==> src/rtl/imem_loadable.sv <==
// Synchronous-read instruction memory for the fetch stage: cleared to FILL after
// reset, reloadable word by word through a streaming load port.
module imem_loadable #(
    parameter int          N      = 32,
    parameter int          ADDR_W = 6,
    parameter logic [N-1:0] FILL  = '0
) (
    input  logic              clk,
    input  logic              rst_n,
    input  logic              fetch_en,
    input  logic [ADDR_W-1:0] addr,
    output logic [N-1:0]      q,
    output logic              q_valid,
    input  logic              ld_start,
    input  logic              ld_valid,
    input  logic [N-1:0]      ld_data,
    input  logic              ld_last,
    output logic              ld_ready,
    output logic [ADDR_W:0]   ld_count,
    output logic              busy
);

    localparam int DEPTH = 2 ** ADDR_W;
    localparam int PTR_W = ADDR_W + 1;
    localparam logic [PTR_W-1:0] LAST_PTR  = PTR_W'(DEPTH - 1);
    localparam logic [PTR_W-1:0] DEPTH_CNT = PTR_W'(DEPTH);
    localparam logic [PTR_W-1:0] PTR_ONE   = PTR_W'(1);

    typedef enum logic [1:0] {
        CLEAR = 2'd0,
        RUN   = 2'd1,
        LOAD  = 2'd2
    } state_t;

    state_t            state_reg, state_next;
    logic [PTR_W-1:0]  ptr_reg, ptr_next;
    logic [PTR_W-1:0]  ld_count_reg, ld_count_next;
    logic              q_valid_reg, q_valid_next;
    logic              ld_ready_reg;
    logic              busy_reg;
    logic [N-1:0]      q_reg;

    logic [N-1:0]      mem [DEPTH];
    logic              we;
    logic [ADDR_W-1:0] waddr;
    logic [N-1:0]      wdata;
    logic              rd_en;

    always_comb begin
        state_next    = state_reg;
        ptr_next      = ptr_reg;
        ld_count_next = ld_count_reg;
        q_valid_next  = q_valid_reg;
        we            = 1'b0;
        waddr         = ptr_reg[ADDR_W-1:0];
        wdata         = FILL;
        rd_en         = 1'b0;
        case (state_reg)
            CLEAR: begin
                we       = 1'b1;
                ptr_next = ptr_reg + PTR_ONE;
                if (ptr_reg == LAST_PTR) begin
                    state_next = RUN;
                    ptr_next   = '0;
                end
            end
            RUN: begin
                if (fetch_en) begin
                    rd_en        = 1'b1;
                    q_valid_next = 1'b1;
                end
                // A fetch in the same cycle still reads the pre-load contents.
                if (ld_start) begin
                    q_valid_next  = 1'b0;
                    ptr_next      = '0;
                    ld_count_next = '0;
                    state_next    = LOAD;
                end
            end
            LOAD: begin
                q_valid_next = 1'b0;
                if (ld_valid) begin
                    we       = 1'b1;
                    wdata    = ld_data;
                    ptr_next = ptr_reg + PTR_ONE;
                    if (ld_count_reg != DEPTH_CNT) begin
                        ld_count_next = ld_count_reg + PTR_ONE;
                    end
                    if (ld_last || (ptr_reg == LAST_PTR)) begin
                        state_next = RUN;
                    end
                end
            end
            default: begin
                state_next = CLEAR;
            end
        endcase
    end

    always_ff @(posedge clk) begin
        if (!rst_n) begin
            state_reg    <= CLEAR;
            ptr_reg      <= '0;
            ld_count_reg <= '0;
            q_valid_reg  <= 1'b0;
            ld_ready_reg <= 1'b0;
            busy_reg     <= 1'b1;
        end else begin
            state_reg    <= state_next;
            ptr_reg      <= ptr_next;
            ld_count_reg <= ld_count_next;
            q_valid_reg  <= q_valid_next;
            ld_ready_reg <= (state_next == LOAD);
            busy_reg     <= (state_next != RUN);
        end
    end

    // Writes are suppressed while reset is asserted so an interrupted load cannot land a word.
    always_ff @(posedge clk) begin
        if (we && rst_n) begin
            mem[waddr] <= wdata;
        end
    end

    always_ff @(posedge clk) begin
        if (!rst_n) begin
            q_reg <= FILL;
        end else if (rd_en) begin
            q_reg <= mem[addr];
        end
    end

    assign q        = q_reg;
    assign q_valid  = q_valid_reg;
    assign ld_ready = ld_ready_reg;
    assign ld_count = ld_count_reg;
    assign busy     = busy_reg;

endmodule

==> config.mk <==
export PLATFORM = sky130hd
export DESIGN_NAME = imem_loadable
export DESIGN_NICKNAME = d
export VERILOG_FILES = /design/src/rtl/imem_loadable.sv
export SDC_FILE = /design/constraint.sdc
export NUM_CORES = 2
export LEC_CHECK = 0
export BUFFER_PORTS_ARGS = -buffer_cell sky130_fd_sc_hd__buf_2
export CORE_MARGIN = 1
export CORE_UTILIZATION = 57
export CTS_CLUSTER_DIAMETER = 60
export DETAILED_ROUTE_END_ITERATION = 8
export PLACE_DENSITY_LB_ADDON = 0.25
export SYNTH_ARGS = -nofsm -noshare
export SYNTH_HDL_FRONTEND = slang
export SYNTH_SLANG_ARGS = --single-unit
==> constraint.sdc <==
create_clock -name clk -period 2.9 [get_ports clk]
set_input_delay 0.435 -clock clk [delete_from_list [all_inputs] [get_ports clk]]
set_output_delay 0.435 -clock clk [all_outputs]
set_load 0.05 [all_outputs]
After elaboration in Yosys (flattened, before gate mapping)
Memories as Yosys holds them, arrays and structs flattened. A register that Yosys moved wholly into a read port is not among the register bits. Cells that the tools add are included.

Add/subtract/negate cells: 2. Equal/unequal tests: 10. Mux-type cells: 23. Reduce and logical (&&, ||, !) cells: 9.

Operator list (number): $mux W32 (2); $mux W7 (5); $pmux W7 S3 (1); $add A7 B1 Y7 const B (2); $pmux W7 S2 (1); $mux W2 (4); $eq A7 B6 Y1 const B (1); $mux W1 (7); $ne A7 B7 Y1 const B (1); $ne A2 B2 Y1 const B (3); $pmux W2 S3 (1); $eq A2 B2 Y1 const B (2); $pmux W1 S2 (2); $reduce_and A4 Y1 (1); $ne A3 B3 Y1 const B (1); $reduce_and A3 Y1 (1); $reduce_bool A3 Y1 (1); $eq A2 B1 Y1 const B (1); $logic_not A2 Y1 (1); $ne A2 B1 Y1 const B (1); $reduce_and A2 Y1 (1); $reduce_bool A2 Y1 (1); $logic_and A1 B1 Y1 (1); $logic_not A1 Y1 (1); $logic_or A1 B1 Y1 (1).

Flip-flop bits (word level): 19. Word-level logic and storage cells: 51. Memories: 1. Memory bits (writable): 2048.

Memory list: mem (words 64, bits a word 32, read ports 1, clocked after Yosys merged registers in 1, write ports 1, RTL line 43) `logic [N-1:0] mem [DEPTH];`.

Depth between registers and ports, before layout
Depth in word-level cells: 6. Depth in mapped cells: 11. Gate-level depth less buffers: 7.

Worst setup path before layout
OpenSTA, ideal clock, no wires.

Path kind: flip-flop to flip-flop. Start: register state_reg[0]. End: memory mem[51][0] (enable). Stages on the path, launching flop included: 9. Data arrival time: 2.833 ns. Period minus slack after synthesis: 3.255 ns. Data required time: 2.479 ns. Setup slack: -0.355 ns. Cells stage by stage: dfxtp_1 > inv_1 > ha_1 > clkbuf_1 > a21o_1 > nand2_1 > nor2_1 > nand3_1 > nor2_1.

Longest elaborated chain between the ends: 5. Elaborated cells between the ends (all ways): 6. Those cells by class: eq/ne: 1; mux: 3; reduce/logical: 2.

Ends and longest elaborated chain: from (decl) (RTL line 35) `state_t state_reg, state_next;`; from (signal assigned) (RTL line 109) `state_reg <= state_next;`; $eq A2 B2 Y1 or $logic_not A2 Y1 (tied branches) (RTL line 58) `case (state_reg)`; $pmux W1 S2 * (RTL line 58); $logic_and A1 B1 Y1 * (RTL line 120) `if (we && rst_n) begin`; $mux W1 * (RTL line 120); $mux W1 (implied by the code) * (RTL line 121) `mem[waddr] <= wdata;`; to (decl) (RTL line 43).

Every way passes the cells marked *; elsewhere a longest branch is shown, timed or not.

Final worst setup path
Start: register state_reg[0]. End: memory mem[38][25] (enable).

The elaborated chain is that of the path after synthesis.

==> impl_metrics.csv <==
group,metric,value,unit
power,switching_share,0.203,
timing,finalCritPeriodShare,0.945,
grt,grt_max_degree,65,
worst_setup_path,worstSetupEndpointType,"flop",
power,totalPowerFinal,60.8,mW
floorplanning,die_height,378,um
yosys,count_leader_synth,"sky130_fd_sc_hd__edfxtp_1",
timing,setup_viol_count_final,0,
layout,layout_cell_share_with_drive_strength_beyond_1,0.304,
worst_setup_path,critPathLaunchType,"flop",
worst_setup_path,timing.critical_path.max_delay_family,"simple AND/OR/NAND/NOR gates",
power,p_comb_frac,0.032,
floorplanning,horizontal_die_dimension,378,um
timing,slew_violations,0,
clocking,cts_inserted_buffers,202,
power,pwr_per_cell_area,651,nW/um^2
yosys,post-synth-top-area-cell,"sky130_fd_sc_hd__edfxtp_1",
min_path,hold_crit_path_type,"input port to flop",
route,detail_route.drc_violations,0,
min_path,holdPathStages,4,
placement,io_buffers,85,
placement,placed_area,86700,um^2
timing,unrepaired_setup_endpoints_after_global_routing,"false",
yosys,synth-async-reset-ratio,0,
route,first_pass_detailed_route_iteration_total,6,
timing,final.setup.tns,0,ps
timing,clock_skew,32.4,ps
yosys,synth_top_flop_cell,"sky130_fd_sc_hd__edfxtp_1",
worst_setup_path,worstPathBufferInverterCount,3,
layout,instances_no_fill,6166,
placement,dpl_worst_slack,-232,ps
worst_setup_path,worst_path_largest_cell_delay,410,ps
clocking,clk_root_buffer_cell,"sky130_fd_sc_hd__clkbuf_16",
yosys,netlist_top_cells_count,"2048 x sky130_fd_sc_hd__edfxtp_1, 464 x sky130_fd_sc_hd__mux4_2, 189 x sky130_fd_sc_hd__mux2i_1",
worst_setup_path,worstPathArrival,3240,ps
floorplanning,design.die.area,143000,um^2
yosys,yosysTopAreaCellShare,0.761,
worst_setup_path,rr_worst_depth,9,
grt,grt.overflow.total,0,
clocking,clk_pin_slew,60,ps
timing,finalWorstPathRequiredPeriod,2740,ps
worst_setup_path,worst-setup-path-type,"flop to flop",
power,power_leakage,31.1,nW
power,switching_power_summed_over_all_nets,12.4,mW
timing,whs,65.9,ps
timing,finalHoldViolations,0,
clocking,tritoncts,"done",
grt,wire_length_of_the_first_global_routing_pass,294,mm
power,intPower,48.4,mW
layout,largest_register_ff_count,2048,
clocking,numClockSinks,2099,
power,power.share.sequential,0.541,
yosys,synth_top_cells_by_area,"sky130_fd_sc_hd__edfxtp_1 76%, sky130_fd_sc_hd__mux4_2 13%, sky130_fd_sc_hd__mux2i_1 2.3%, sky130_fd_sc_hd__dfxtp_1 1.3%, sky130_fd_sc_hd__o221ai_1 0.57%",
floorplanning,start_util,0.577,
timing,worst_slack,159,ps
placement,detailedPlacementHpwl,122,mm
power,clock_power_share,0.427,
job,maxCapViolCount,0,
grt,grt_antenna_before_repair,9,
placement,place_congestion,0.829,
yosys,synth-edff-count,2048,
clocking,cts_hold_buffers,0,
floorplanning,boundaryPins,86,
status,outcome,"finished, final reports clean",
grt,grt_usage,0.294,
clocking,clockBufferDepth,3,
yosys,post_synth_num_cell_types,62,
yosys,syn-cell-area,80800,um^2
timing,worst_slew_margin_rel,0.252,
power,ir_worst_vdd,634,uV
route,drtIter0Drc,5791,
grt,grt_pass1_vias,41190,
clocking,insertion_delay,850,ps
layout,utilization,0.666,
yosys,synth-warning-count,0,
yosys,synth.net_count,3756,
clocking,htree_num_levels,4,
worst_setup_path,timing.critical_path.required,3400,ps
timing,fmaxAchievable,0.365,GHz
yosys,synthCells,3704,
route,post_drt_wl_per_cell,33.5,um
layout,layout.filler_cells,8759,
layout,nNetsFinal,4167,
timing,timing_worst_slew_pin_value,1120,ps
yosys,synth.ff_latch_count,2099,
worst_setup_path,path_depth,9,
route,finalWirelength,207,mm
yosys,ys_seq_area_frac,0.774,
route,vias_after_detailed_routing,41142,
yosys,post_synth.cell_area_avg,21.8,um^2
worst_setup_path,sequence_of_cells_on_the_critical_path,"inv_1 > ha_1 > a21o_1 > nand2_1 > nor2_1 > nand2_1 > buf_4 > nor2_4 > buf_4",
placement,place_inst,5787,
worst_setup_path,slowest_stage,"sky130_fd_sc_hd__nand2_1",
route,avgViaCountPerCell,6.67,
floorplanning,core_area,140000,um^2
floorplanning,rows,137,
route,post_route_ant_nets,0,
worst_setup_path,worst-path-max-fanout,10,
layout,fin_area,93300,um^2
layout,area_delta_synth_final,15.5,%
## area by class of cell
type	instances	area, um^2	area share
flip-flops and latches	2099	62500	0.670
multi-input cells	1378	17500	0.188
clock buffers	255	5370	0.0575
repair buffers	425	4330	0.0464
well taps	1876	2350	0.0252
clock inverters	122	1180	0.0126
inverters	9	35.0	0.000376
diodes	2	5.00	0.0000536
## cell usage in the layout (no fill, tap or decap), types with 32 or more instances in the layout
cell type / Yosys / layout
sky130_fd_sc_hd__a21oi_1: 57 / 57
sky130_fd_sc_hd__a22oi_1: 38 / 38
sky130_fd_sc_hd__and3_2: 0 / 32
sky130_fd_sc_hd__buf_12: 0 / 105
sky130_fd_sc_hd__buf_2: 60 / 81
sky130_fd_sc_hd__buf_4: 28 / 235
sky130_fd_sc_hd__clkbuf_1: 84 / 44
sky130_fd_sc_hd__clkbuf_16: 0 / 204
sky130_fd_sc_hd__clkinv_1: 0 / 45
sky130_fd_sc_hd__clkinv_2: 0 / 37
sky130_fd_sc_hd__dfxtp_1: 51 / 51
sky130_fd_sc_hd__edfxtp_1: 2048 / 2048
sky130_fd_sc_hd__mux2i_1: 189 / 189
sky130_fd_sc_hd__mux4_2: 464 / 464
sky130_fd_sc_hd__nand2_1: 71 / 70
sky130_fd_sc_hd__nand3_1: 37 / 37
sky130_fd_sc_hd__nor2_1: 108 / 43
sky130_fd_sc_hd__nor2_4: 0 / 65
sky130_fd_sc_hd__o221ai_1: 53 / 53
sky130_fd_sc_hd__o22ai_1: 56 / 56
## worst paths after layout
kind / from / endpoint / slack, ps
max reg2reg: state_reg[0] / mem[38][25] / 160
max: state_reg[0] / mem[38][25] / 160
min: ld_start / q_valid / 70
min reg2reg: q[10] / q[10] / 480
## per-layer routing
metal  global-route usage  share of wire  wire length (um)  vias to the layer above
met1                0.408           0.37             77400                    21675
met2                0.466           0.48             99800                     2523
met4                0.102          0.033              6890                        0
met5                    0              0                 0                        -
met3               0.0657           0.11             22400                      386
li1                     -              -                 -                    16558
## power groups by stage
stage | registers (mW) | clock network (mW) | logic (mW)
after global routing | 32.9 | 27.3 | 2.03
after detailed placement | 33.5 | 0 | 1.93
after CTS | 32.9 | 26.2 | 1.94
after floorplan | 33.5 | 0 | 1.23
after global placement | 33.5 | 0 | 1.91
final | 32.9 | 26.0 | 1.94
## worst register-to-register path, stage by stage, from the launching register on
cell                      delay [ps]
sky130_fd_sc_hd__dfxtp_1         360
sky130_fd_sc_hd__inv_1           100
sky130_fd_sc_hd__ha_1            190
sky130_fd_sc_hd__a21o_1          190
sky130_fd_sc_hd__nand2_1          80
sky130_fd_sc_hd__nor2_1          320
sky130_fd_sc_hd__nand2_1         410
sky130_fd_sc_hd__buf_4           300
sky130_fd_sc_hd__nor2_4          130
sky130_fd_sc_hd__buf_4           330
## kinds of logic (layout without fill, tap and decap cells)
logic type               Yosys count  after routing  share of synthesized area
adder cells (fa/ha/maj)            8              8                    0.00124
flip-flops                      2099           2099                      0.774
multiplexers                     658            658                      0.153
AND/OR/NAND/NOR                  341            341                     0.0204
other                              0              2                          0
AO/OA/AOI/OAI                    361            361                     0.0338
XOR/XNOR                          10             10                    0.00108
buffers and inverters            227            811                     0.0160
## repair_timing
action / 4_1_cts / 5_1_grt
endpoints found under the setup margin: 0 / 1
resized for setup: 0 / 1
setup buffers: 0 / 0
(Power assumes the default switching activity.)
